<file path="config.mk">
export PLATFORM = sky130hd
export DESIGN_NAME = beta_write_decode_flat
export DESIGN_NICKNAME = d
export VERILOG_FILES = /design/src/rtl/beta_write_decode_pkg.sv /design/src/rtl/beta_write_decode_if.sv /design/src/rtl/beta_write_decode_sync_fifo.sv /design/src/rtl/beta_write_decode.sv /design/src/flat_wrapper.sv
export SDC_FILE = /design/constraint.sdc
export NUM_CORES = 1
export LEC_CHECK = 0
export CAP_MARGIN = 25
export CORE_MARGIN = 2
export CORE_UTILIZATION = 55
export DETAILED_ROUTE_END_ITERATION = 10
export GPL_TIMING_DRIVEN = 0
export PLACE_DENSITY = 0.83
export SETUP_SLACK_MARGIN = 0.15
export SLEW_MARGIN = 25
export SYNTH_ARGS = -nofsm -noshare
export SYNTH_HDL_FRONTEND = slang
export SYNTH_SLANG_ARGS = --single-unit
</file>
<file path="constraint.sdc">
create_clock -name clk -period 6.2 [get_ports clk]
set_input_delay 1.24 -clock clk [delete_from_list [all_inputs] [get_ports clk]]
set_output_delay 1.24 -clock clk [all_outputs]
set_load 0.005 [all_outputs]
</file>
<file path="src/rtl/beta_write_decode_pkg.sv">
// ---------------------------------------------------------------------------
// beta_write_decode_pkg
// Shared memory-map definitions for the Beta bus decoders (write and read
// side). Holds the region codes, where the region field and the word index
// sit inside a Beta byte address, and the posted-write entry width.
// No ports (package).
// ---------------------------------------------------------------------------
package beta_write_decode_pkg;

    typedef enum logic [1:0] {
        REGION_RAM       = 2'd0,
        REGION_IO        = 2'd1,
        REGION_SHARED_RD = 2'd2,
        REGION_SHARED_WR = 2'd3
    } region_t;

    localparam int REGION_MSB  = 15;
    localparam int REGION_LSB  = 14;
    localparam int WORD_ADDR_W = 12;
    localparam int WORD_LSB    = 2;
    localparam int WORD_MSB    = WORD_LSB + WORD_ADDR_W - 1;
    localparam int DATA_W      = 32;
    localparam int SW_ENTRY_W  = WORD_ADDR_W + DATA_W;

    // Word index of a Beta byte address; the upper half and the byte
    // offset are not part of the memory map.
    function automatic logic [WORD_ADDR_W-1:0] wordIndex(input logic [31:0] addr);
        return addr[WORD_MSB:WORD_LSB];
    endfunction

endpackage

</file>
<file path="src/rtl/beta_write_decode_if.sv">
// ---------------------------------------------------------------------------
// beta_write_decode_if
// Bundles the Beta access signals and the three write ports of the write
// decoder.
//   master : the Beta/system side (drives address, data, strobes, grant)
//   slave  : the decoder (drives read_select, stall, RAM/IO/shared ports,
//            and the read-only-write error flag)
// ---------------------------------------------------------------------------
interface beta_write_decode_if
    import beta_write_decode_pkg::*;
();

    logic [31:0]            beta_ma;
    logic [DATA_W-1:0]      beta_mdout;
    logic                   beta_mwe;
    logic                   beta_moe;
    logic [2:0]             read_select;
    logic                   beta_stall;
    logic                   ram_we;
    logic [WORD_ADDR_W-1:0] ram_addr;
    logic [DATA_W-1:0]      ram_din;
    logic                   io_we;
    logic [WORD_ADDR_W-1:0] io_addr;
    logic [DATA_W-1:0]      io_din;
    logic                   shared_req;
    logic                   shared_grant;
    logic                   shared_we;
    logic [WORD_ADDR_W-1:0] shared_addr;
    logic [DATA_W-1:0]      shared_din;
    logic                   err_ro_write;

    modport master (
        output beta_ma, beta_mdout, beta_mwe, beta_moe, shared_grant,
        input  read_select, beta_stall, ram_we, ram_addr, ram_din,
               io_we, io_addr, io_din, shared_req, shared_we,
               shared_addr, shared_din, err_ro_write
    );

    modport slave (
        input  beta_ma, beta_mdout, beta_mwe, beta_moe, shared_grant,
        output read_select, beta_stall, ram_we, ram_addr, ram_din,
               io_we, io_addr, io_din, shared_req, shared_we,
               shared_addr, shared_din, err_ro_write
    );

endinterface

</file>
<file path="src/rtl/beta_write_decode_sync_fifo.sv">
// ---------------------------------------------------------------------------
// sync_fifo
// Single-clock FIFO used as the posted-write buffer for the shared-write
// region.
//   i_clk, i_rst_n : clock, asynchronous active-low reset
//   i_push, i_data : write request and entry (ignored while full)
//   i_pop          : read request (ignored while empty)
//   o_data         : current head entry
//   o_empty/o_full : occupancy status before the next edge
// DEPTH must be a power of two so the pointers wrap on natural overflow.
// ---------------------------------------------------------------------------
module sync_fifo #(
    parameter int WIDTH = 44,
    parameter int DEPTH = 4
) (
    input  logic             i_clk,
    input  logic             i_rst_n,
    input  logic             i_push,
    input  logic             i_pop,
    input  logic [WIDTH-1:0] i_data,
    output logic [WIDTH-1:0] o_data,
    output logic             o_empty,
    output logic             o_full
);

    localparam int PTR_W = $clog2(DEPTH);
    localparam int CNT_W = PTR_W + 1;

    logic [WIDTH-1:0] r_mem [DEPTH];
    logic [PTR_W-1:0] r_wrPtr;
    logic [PTR_W-1:0] r_rdPtr;
    logic [CNT_W-1:0] r_count;
    logic             w_doPush;
    logic             w_doPop;

    // Full/empty are judged on the occupancy before the edge, so a push
    // into a full FIFO is refused even when a pop happens alongside it.
    assign o_full   = (r_count == CNT_W'(DEPTH));
    assign o_empty  = (r_count == '0);
    assign w_doPush = i_push && !o_full;
    assign w_doPop  = i_pop && !o_empty;
    assign o_data   = r_mem[r_rdPtr];

    // Pointers and occupancy; a simultaneous push and pop leaves the
    // count unchanged.
    always_ff @(posedge i_clk or negedge i_rst_n) begin
        if (!i_rst_n) begin
            r_wrPtr <= '0;
            r_rdPtr <= '0;
            r_count <= '0;
        end else begin
            if (w_doPush) begin
                r_wrPtr <= r_wrPtr + PTR_W'(1);
            end
            if (w_doPop) begin
                r_rdPtr <= r_rdPtr + PTR_W'(1);
            end
            if (w_doPush && !w_doPop) begin
                r_count <= r_count + CNT_W'(1);
            end else if (w_doPop && !w_doPush) begin
                r_count <= r_count - CNT_W'(1);
            end
        end
    end

    // Storage needs no reset: an entry is only visible once counted.
    always_ff @(posedge i_clk) begin
        if (w_doPush) begin
            r_mem[r_wrPtr] <= i_data;
        end
    end

endmodule

</file>
<file path="src/rtl/beta_write_decode.sv">
// ---------------------------------------------------------------------------
// beta_write_decode
// Write-side address decoder for the Beta bus.
//   clk, rst_n : clock, asynchronous active-low reset
//   bus        : beta_write_decode_if.slave carrying the Beta access
//                (beta_ma, beta_mdout, beta_mwe, beta_moe), read_select,
//                beta_stall, registered RAM and IO write ports, the
//                arbitrated shared-write port (shared_req/grant/we/addr/din)
//                and the sticky err_ro_write flag.
// RAM and IO writes are registered single-cycle pulses. Shared-region writes
// are posted into a FIFO and drained whenever the arbiter grants; reads of
// the shared-write region stall until the FIFO is empty so that they never
// overtake a pending write.
// ---------------------------------------------------------------------------
module beta_write_decode
    import beta_write_decode_pkg::*;
#(
    parameter int SW_DEPTH = 4
) (
    input  logic                clk,
    input  logic                rst_n,
    beta_write_decode_if.slave  bus
);

    region_t                w_region;
    logic [WORD_ADDR_W-1:0] w_index;
    logic                   w_fifoEmpty;
    logic                   w_fifoFull;
    logic [SW_ENTRY_W-1:0]  w_head;
    logic                   w_isSharedWr;
    logic                   w_stall;
    logic                   w_push;
    logic                   w_pop;
    logic                   w_ramWrite;
    logic                   w_ioWrite;
    logic                   w_roWrite;
    logic                   w_unused_ma;

    logic                   r_ramWe;
    logic [WORD_ADDR_W-1:0] r_ramAddr;
    logic [DATA_W-1:0]      r_ramDin;
    logic                   r_ioWe;
    logic [WORD_ADDR_W-1:0] r_ioAddr;
    logic [DATA_W-1:0]      r_ioDin;
    logic                   r_errRoWrite;

    assign w_region    = region_t'(bus.beta_ma[REGION_MSB:REGION_LSB]);
    assign w_index     = wordIndex(bus.beta_ma);
    assign w_unused_ma = ^{bus.beta_ma[31:16], bus.beta_ma[1:0]};

    // A write stalls only when the buffer is full; a read of the same
    // region stalls while anything is still pending in the buffer.
    assign w_isSharedWr = (w_region == REGION_SHARED_WR);
    assign w_stall      = (bus.beta_mwe && w_isSharedWr && w_fifoFull) ||
                          (bus.beta_moe && w_isSharedWr && !w_fifoEmpty);

    assign w_push     = bus.beta_mwe && w_isSharedWr && !w_fifoFull && !w_stall;
    assign w_pop      = bus.shared_grant && !w_fifoEmpty;
    assign w_ramWrite = bus.beta_mwe && (w_region == REGION_RAM) && !w_stall;
    assign w_ioWrite  = bus.beta_mwe && (w_region == REGION_IO) && !w_stall;
    assign w_roWrite  = bus.beta_mwe && (w_region == REGION_SHARED_RD);

    assign bus.read_select = {1'b0, w_region};
    assign bus.beta_stall  = w_stall;
    assign bus.shared_req  = !w_fifoEmpty;
    assign bus.shared_we   = w_pop;
    assign bus.shared_addr = w_head[SW_ENTRY_W-1:DATA_W];
    assign bus.shared_din  = w_head[DATA_W-1:0];
    assign bus.ram_we      = r_ramWe;
    assign bus.ram_addr    = r_ramAddr;
    assign bus.ram_din     = r_ramDin;
    assign bus.io_we       = r_ioWe;
    assign bus.io_addr     = r_ioAddr;
    assign bus.io_din      = r_ioDin;
    assign bus.err_ro_write = r_errRoWrite;

    sync_fifo #(
        .WIDTH (SW_ENTRY_W),
        .DEPTH (SW_DEPTH)
    ) u_postedWrites (
        .i_clk   (clk),
        .i_rst_n (rst_n),
        .i_push  (w_push),
        .i_pop   (w_pop),
        .i_data  ({w_index, bus.beta_mdout}),
        .o_data  (w_head),
        .o_empty (w_fifoEmpty),
        .o_full  (w_fifoFull)
    );

    // Registered RAM/IO write ports: the strobe is a one-cycle pulse while
    // address and data hold the last accepted write. The read-only error
    // flag is sticky until reset.
    always_ff @(posedge clk or negedge rst_n) begin
        if (!rst_n) begin
            r_ramWe      <= 1'b0;
            r_ramAddr    <= '0;
            r_ramDin     <= '0;
            r_ioWe       <= 1'b0;
            r_ioAddr     <= '0;
            r_ioDin      <= '0;
            r_errRoWrite <= 1'b0;
        end else begin
            r_ramWe <= w_ramWrite;
            r_ioWe  <= w_ioWrite;
            if (w_ramWrite) begin
                r_ramAddr <= w_index;
                r_ramDin  <= bus.beta_mdout;
            end
            if (w_ioWrite) begin
                r_ioAddr <= w_index;
                r_ioDin  <= bus.beta_mdout;
            end
            if (w_roWrite) begin
                r_errRoWrite <= 1'b1;
            end
        end
    end

endmodule

</file>
<file path="src/flat_wrapper.sv">
// flat-port wrapper written by rule: the top's interface ports become plain ports
module beta_write_decode_flat import beta_write_decode_pkg::*;
#(
    parameter int SW_DEPTH = 4
)
  (clk, rst_n, bus_beta_ma, bus_beta_mdout, bus_beta_mwe, bus_beta_moe, bus_shared_grant, bus_read_select, bus_beta_stall, bus_ram_we, bus_ram_addr, bus_ram_din, bus_io_we, bus_io_addr, bus_io_din, bus_shared_req, bus_shared_we, bus_shared_addr, bus_shared_din, bus_err_ro_write);
  beta_write_decode_if bus_i ();
  input  logic clk;
  input  logic rst_n;
  input wire logic [$bits(bus_i.beta_ma)-1:0] bus_beta_ma;
  input wire logic [$bits(bus_i.beta_mdout)-1:0] bus_beta_mdout;
  input wire logic [$bits(bus_i.beta_mwe)-1:0] bus_beta_mwe;
  input wire logic [$bits(bus_i.beta_moe)-1:0] bus_beta_moe;
  input wire logic [$bits(bus_i.shared_grant)-1:0] bus_shared_grant;
  output wire logic [$bits(bus_i.read_select)-1:0] bus_read_select;
  output wire logic [$bits(bus_i.beta_stall)-1:0] bus_beta_stall;
  output wire logic [$bits(bus_i.ram_we)-1:0] bus_ram_we;
  output wire logic [$bits(bus_i.ram_addr)-1:0] bus_ram_addr;
  output wire logic [$bits(bus_i.ram_din)-1:0] bus_ram_din;
  output wire logic [$bits(bus_i.io_we)-1:0] bus_io_we;
  output wire logic [$bits(bus_i.io_addr)-1:0] bus_io_addr;
  output wire logic [$bits(bus_i.io_din)-1:0] bus_io_din;
  output wire logic [$bits(bus_i.shared_req)-1:0] bus_shared_req;
  output wire logic [$bits(bus_i.shared_we)-1:0] bus_shared_we;
  output wire logic [$bits(bus_i.shared_addr)-1:0] bus_shared_addr;
  output wire logic [$bits(bus_i.shared_din)-1:0] bus_shared_din;
  output wire logic [$bits(bus_i.err_ro_write)-1:0] bus_err_ro_write;
  assign bus_i.beta_ma = bus_beta_ma;
  assign bus_i.beta_mdout = bus_beta_mdout;
  assign bus_i.beta_mwe = bus_beta_mwe;
  assign bus_i.beta_moe = bus_beta_moe;
  assign bus_i.shared_grant = bus_shared_grant;
  assign bus_read_select = bus_i.read_select;
  assign bus_beta_stall = bus_i.beta_stall;
  assign bus_ram_we = bus_i.ram_we;
  assign bus_ram_addr = bus_i.ram_addr;
  assign bus_ram_din = bus_i.ram_din;
  assign bus_io_we = bus_i.io_we;
  assign bus_io_addr = bus_i.io_addr;
  assign bus_io_din = bus_i.io_din;
  assign bus_shared_req = bus_i.shared_req;
  assign bus_shared_we = bus_i.shared_we;
  assign bus_shared_addr = bus_i.shared_addr;
  assign bus_shared_din = bus_i.shared_din;
  assign bus_err_ro_write = bus_i.err_ro_write;
  beta_write_decode #(.SW_DEPTH(SW_DEPTH)) u_core (.clk(clk), .rst_n(rst_n), .bus(bus_i));
endmodule
</file>
==> metrics.txt, run 1 <==
ys flop type=edfxtp_1; Slew Limit Fails=0; Nets=763; post-synthesis register bit count=274; Clk Tree Root Cell=clkbuf_16; sum of negative setup slack=0 ns; fin crit share=64.2%; share of layout cells above drive strength 1=27.1%; Worst-Margin Slew=0.945 ns; Avg Cell Area, Syn=21.7 µm²; Yosys Warn Count=0; Pint=3.85 mW; drt drc=0; GRT Total Usage=20.6%; Leak=4.76 nW; quantity of gates resized following cts=0; RSZ-0062 raised after global routing=no; Vias=5,186; Antenna Nets Post-Route=0; type of the worst min-delay path=flop to flop; FILL cells=1,031; CTS buffer count=27; worst-skew pair later-pin latency=0.52 ns; final hold viol count=0; Post-CTS Repair Setup Buffers=0; slew margin rel.=36.6%; die width=140 µm; initial antenna violation count=0; PortBufs=190; Synth Instances=468; CTS tree=done; die area=19,600 µm²; Core Footprint=18,000 µm²; Max-Cap Viols=0; Clk pin slew, worst setup/hold paths=0.06 ns; CTS H-tree lvls=1; vias in the first global route=5,606; worst hold margin=0.487 ns; switching power=1.24 mW; EDFF count, synth=176; post-DP HPWL=12,800 µm; Worst EP arrival=2.74 ns; largest net degree at the start of global routing=52; crit path capture type=output port; final number of setup-violating endpoints=0; Max Root-Sink Buffers=3; critical path required time=4.96 ns; DRT Pass-1 Iters=5; Die Ht=140 µm; Placement Rows=49; critical path peak fanout=10; Synth Cell Area=10,200 µm²; syn_nets=543; Starting Density=56.3%; sequential share of the synthesized area=76.2%; clk_skew=0.00981 ns; Routed WL per cell=21.4 µm; WL final=20,100 µm; crit path launch type=flop; Layout area overhead=29.9%; min cycle time layout=3.98 ns; peak supply drop=0.253 mV; drt initial violations=179; # hold bufs at CTS=0; Yosys cell types=28; clock power share=29.2%; first-pass GRT wire length=31,400 µm; IO Pins=210; post-synthesis async set-or-reset flop share=35.8%; antenna cell count=0; fmax=0.251 GHz; Comb pwr share=27.3%; crit path kind=flop to output port; Vias per Instance=5.53; P per Cell Area=386 nW/µm²; Flop pwr share=43.5%; CTS sink count=274; switching part of the total=24.3%; routability congestion estimate=0.753; grt ovf=0; status=completed
==> cell usage in the layout (no fill, tap or decap), types with 2 or more instances in the layout <==
cell type	instances
inv_1	6
buf_2	10
nand4_1	2
clkinv_1	4
buf_1	4
xnor2_1	4
nand2_1	4
edfxtp_1	176
mux2_2	89
clkinv_2	6
ha_1	5
mux4_2	44
buf_6	2
clkbuf_1	14
clkbuf_16	27
clkdlybuf4s50_1	189
and2_4	4
xor2_1	2
buf_4	3
dfrtp_1	98
==> synthesized netlist by cell type (2+ instances only) <==
master | count | area share, %
mux2_2 | 89 | 9.9
mux4_2 | 44 | 9.8
and2_1 | 3 | 0.18
inv_1 | 6 | 0.22
xor2_1 | 2 | 0.17
nand2_1 | 4 | 0.15
buf_4 | 3 | 0.22
xnor2_1 | 4 | 0.35
nand4_1 | 2 | 0.12
clkbuf_1 | 5 | 0.18
ha_1 | 5 | 0.62
buf_2 | 10 | 0.49
edfxtp_1 | 176 | 52
dfrtp_1 | 98 | 24
buf_1 | 4 | 0.15
==> flip-flops by register name, summed over array words and instances (netlist names) <==
register                       cells
u_core.bus.err_ro_write            1
u_core.bus.io_addr                12
u_core.bus.io_din                 32
u_core.bus.io_we                   1
u_core.bus.ram_addr               12
u_core.bus.ram_din                32
u_core.bus.ram_we                  1
u_core.u_postedWrites.r_count      3
u_core.u_postedWrites.r_mem      176
u_core.u_postedWrites.r_rdPtr      2
u_core.u_postedWrites.r_wrPtr      2
==> area by class of cell <==
| class | instances | area [µm²] | area share [%] |
|---|---|---|---|
| multi-input combinational | 165 | 2280 | 17.3 |
| tap | 229 | 287 | 2.17 |
| buffer | 23 | 118 | 0.892 |
| inverter | 6 | 22.5 | 0.171 |
| clock buffer | 37 | 723 | 5.48 |
| sequential | 274 | 7740 | 58.7 |
| clock inverter | 12 | 83.8 | 0.636 |
| timing repair buffer | 191 | 1930 | 14.6 |
==> final timing paths <==
| path | cells after the start | start | slack (ns) | endpoint |
|---|---|---|---|---|
| min in group asynchronous | 1 | rst_n | 0.66 | u_core.bus.io_din[8]$_DFFE_PN0P_ |
| max in group asynchronous | 2 | rst_n | 4.91 | u_core.bus.io_din[28]$_DFFE_PN0P_ |
| max | 4 | u_core.u_postedWrites.r_rdPtr[1]$_DFFE_PN0P_ | 2.22 | bus_shared_din[31] |
| max reg2reg | 9 | u_core.u_postedWrites.r_count[0]$_DFFE_PN0P_ | 3.38 | u_core.u_postedWrites.r_count[2]$_DFFE_PN0P_ |
| min reg2reg | 1 | u_core.u_postedWrites.r_count[2]$_DFFE_PN0P_ | 0.49 | u_core.u_postedWrites.r_count[2]$_DFFE_PN0P_ |
| min | 1 | u_core.u_postedWrites.r_count[2]$_DFFE_PN0P_ | 0.49 | u_core.u_postedWrites.r_count[2]$_DFFE_PN0P_ |
==> critical path, stage by stage (launching register included) <==
cell and delay [ns]:
dfrtp_1 0.32, clkbuf_1 0.43, clkbuf_1 0.56, mux4_2 0.41, clkdlybuf4s50_1 0.50
==> metrics by stage <==
stage	setup WS (ns)	total power, mW	instance area (µm²)	util (%)	cells
floorplan	2.88	2.88	10200	-	468
global placement	0.381	3.62	12300	68.5	887
detailed placement	2.34	3.67	12400	68.7	888
CTS	2.09	5.16	13200	73.2	937
global route	2.07	5.32	13200	73.2	937
finish	2.22	5.09	13200	73.2	937
==> cells by family after synthesis <==
| logic type | after synthesis | synth area share [%] |
|---|---|---|
| flip-flops | 274 | 76.2 |
| adder cells (fa/ha/maj) | 6 | 0.813 |
| AO/OA/AOI/OAI | 2 | 0.345 |
| XOR/XNOR | 6 | 0.518 |
| multiplexers | 134 | 19.8 |
| buffers and inverters | 29 | 1.38 |
| other | 1 | 0.0369 |
| AND/OR/NAND/NOR | 16 | 0.924 |
==> metal layers <==
layer  up-vias  GRT usage [%]  part of all wire (%)
met1      2707           26.3                    40
met2       171           36.3                    52
li1       2282              -                     -
met3        26           5.09                   6.7
met5         -              0                     0
met4         0           4.74                   1.5
==> power groups by stage <==
stage	Clock (mW)	Combinational, mW	Sequential, mW
6_report	1.49	1.39	2.22
5_1_grt	1.60	1.49	2.24
4_1_cts	1.52	1.42	2.22
3_5_place_dp	0	1.41	2.25
3_3_place_gp	0	1.38	2.24
2_1_floorplan	0	0.638	2.25
No activity file was read; power rests on OpenSTA's default activity.
==> inputs of run 2 (changes only) <==
- CORE_UTILIZATION: 55 -> 51
- PLACE_DENSITY: 0.83 -> 0.78
- clock period: 6.2 -> 4 ns (I/O delays scaled with it)
==> metrics.txt, run 2 (synthesis results as in run 1) <==
Max-Cap Viols=0; first-pass GRT wire length=33,200 µm; max reg flops=176; CP cell instances=clkbuf_1 -> clkbuf_1 -> mux4_2 -> clkdlybuf4s50_1; Placement Rows=51; largest net degree at the start of global routing=53; sum of negative setup slack=0 ns; dpl cells=924; worst-skew pair later-pin latency=0.53 ns; Worst EP arrival=2.81 ns; Starting Density=52.0%; Worst path top cell family by delay=buffers and inverters; RSZ-0062 raised after global routing=no; cell mode on critical path=clkbuf_1; Max stage delay cell, worst path=clkbuf_1; GRT Total Usage=20.4%; Clk Tree Root Cell=clkbuf_16; antenna cell count=0; fmax=0.277 GHz; IO Pins=210; Die Ht=145 µm; Slew Limit Fails=0; CP bufs+invs=3; P per Cell Area=601 nW/µm²; Core Footprint=19,500 µm²; Leak=4.78 nW; crit path capture type=output port; Nets=762; RR Startpoint=u_core.u_postedWrites.r_count[1]$_DFFE_PN0P_; Vias=5,154; share of layout cells above drive strength 1=27.9%; die area=21,100 µm²; CTS tree=done; Clk pin slew, worst setup/hold paths=0.07 ns; DP Worst Slack=0.523 ns; commonest non-fill, non-tap cell in the layout=clkdlybuf4s50_1; routability congestion estimate=0.762; fin crit share=90.2%; min cycle time layout=3.61 ns; R2R depth=9; Post-CTS Repair Setup Buffers=0; Antenna Nets Post-Route=0; CTS H-tree lvls=1; quantity of gates resized following cts=0; Final Worst Setup Slack=0.391 ns; peak supply drop=0.400 mV; FILL cells=1,287; drt initial violations=236; initial antenna violation count=0; worst r2r dst=u_core.u_postedWrites.r_count[2]$_DFFE_PN0P_; worst stage delay on the critical path=0.63 ns; CTS buffer count=26; Layout area overhead=30.5%; drt drc=0; Largest Register=u_core.u_postedWrites.r_mem; Worst-Margin Slew=0.850 ns; Vias per Instance=5.30; critical path peak fanout=10; WL final=21,000 µm; crit path kind=flop to output port; grt ovf=0; most frequent cells in the layout=clkdlybuf4s50_1 (189), edfxtp_1 (176), dfrtp_1 (98); type of the worst min-delay path=input pin to asynchronous set/reset pin; non-filler cells, final=972; slew margin rel.=43.0%; DRT Pass-1 Iters=4; setup slack on the worst flop-to-flop path=1.06 ns; Max Root-Sink Buffers=3; status=completed; final hold viol count=0; final number of setup-violating endpoints=0; critical path required time=3.20 ns; vias in the first global route=5,790; die width=145 µm; clk_skew=0.0161 ns; Routed WL per cell=21.7 µm; post-DP HPWL=13,300 µm; # hold bufs at CTS=0; CTS sink count=274; PortBufs=190; crit path launch type=flop
[run 2: cell count changes in the layout (fill, tap and decap cells not counted), sizes merged]
cell    delta
clkbuf     -8
clkinv     +7
bufinv     +1
inv        -1
[run 2: layout make-up]
class	instances	area, µm²	area share, %
buffer	23	118	0.888
clock buffer	29	672	5.07
clock inverter	19	154	1.16
inverter	6	22.5	0.170
multi-input combinational	165	2280	17.2
sequential	274	7740	58.4
tap	265	332	2.50
timing repair buffer	191	1930	14.6
[run 2: per-layer routing]
| metal | up-vias | GRT usage [%] | part of all wire [%] |
|---|---|---|---|
| met1 | 2685 | 25.5 | 39 |
| met5 | - | 0 | 0 |
| met4 | 0 | 5.05 | 1.8 |
| met2 | 175 | 36.1 | 53 |
| li1 | 2268 | - | - |
| met3 | 26 | 4.81 | 6.7 |
[run 2: stage by stage]
step	util, %	power [mW]	cell area [µm²]	hold slack, ns
4_1_cts	67.9	8.07	13300	0.210
6_report	67.9	7.97	13300	0.210
3_3_place_gp	63.4	5.62	12400	0.459
2_1_floorplan	-	4.47	10200	0.447
5_1_grt	67.9	8.32	13300	0.239
3_5_place_dp	63.6	5.71	12400	0.475
[run 2: worst register-to-register path, delay by kind of cell, from the launching register on]
family	cells	cell delay, ns
buffers and inverters	2	0.23
XOR/XNOR	2	0.34
flip-flops	1	0.42
AO/OA/AOI/OAI	1	0.60
adder cells (fa/ha/maj)	2	0.75
AND/OR/NAND/NOR	2	0.52
[run 2: power breakdown]
group	total (mW)	internal, mW	switching (mW)	leakage, nW
registers	3.44	3.30	0.139	2.74
logic	2.19	1.35	0.842	1.62
clock network	2.34	1.34	1.00	0.416
[run 2: worst max path at each step]
stage                                                             from                                           end  slack, ns  cells past startpoint
after floorplan           u_core.u_postedWrites.r_count[1]$_DFFE_PN0P_   u_core.u_postedWrites.r_mem[0][0]$_DFFE_PP_       1.07                      4
after global placement                                           rst_n            u_core.bus.ram_din[29]$_DFFE_PN0P_      -1.37                      1
after detailed placement                               bus_beta_ma[14]  u_core.u_postedWrites.r_count[2]$_DFFE_PN0P_       0.52                      9
after CTS                 u_core.u_postedWrites.r_rdPtr[1]$_DFFE_PN0P_                            bus_shared_din[31]       0.31                      4
after global routing      u_core.u_postedWrites.r_rdPtr[1]$_DFFE_PN0P_                            bus_shared_addr[7]       0.25                      4
final                     u_core.u_postedWrites.r_rdPtr[1]$_DFFE_PN0P_                            bus_shared_din[31]       0.39                      4
==> inputs of run 3 (changes only) <==
- CORE_UTILIZATION: 51 -> 55
- PLACE_DENSITY: 0.78 -> 0.83
- TNS_END_PERCENT: unset -> 10
- clock period: 4 -> 4.5 ns (I/O delays scaled with it)
==> results of run 3 <==
The final DEF is identical to that of run 1. Status: completed.
Among the figures that moved: setup slack after placement 2.34 ns -> 0.976 ns; setup slack after layout 2.22 ns -> 0.862 ns; hold slack 0.487 ns -> 0.317 ns; register-to-register setup slack 3.38 ns -> 1.68 ns; total power 5.09 mW -> 7.01 mW; worst IR drop on VDD 0.253 mV -> 0.348 mV
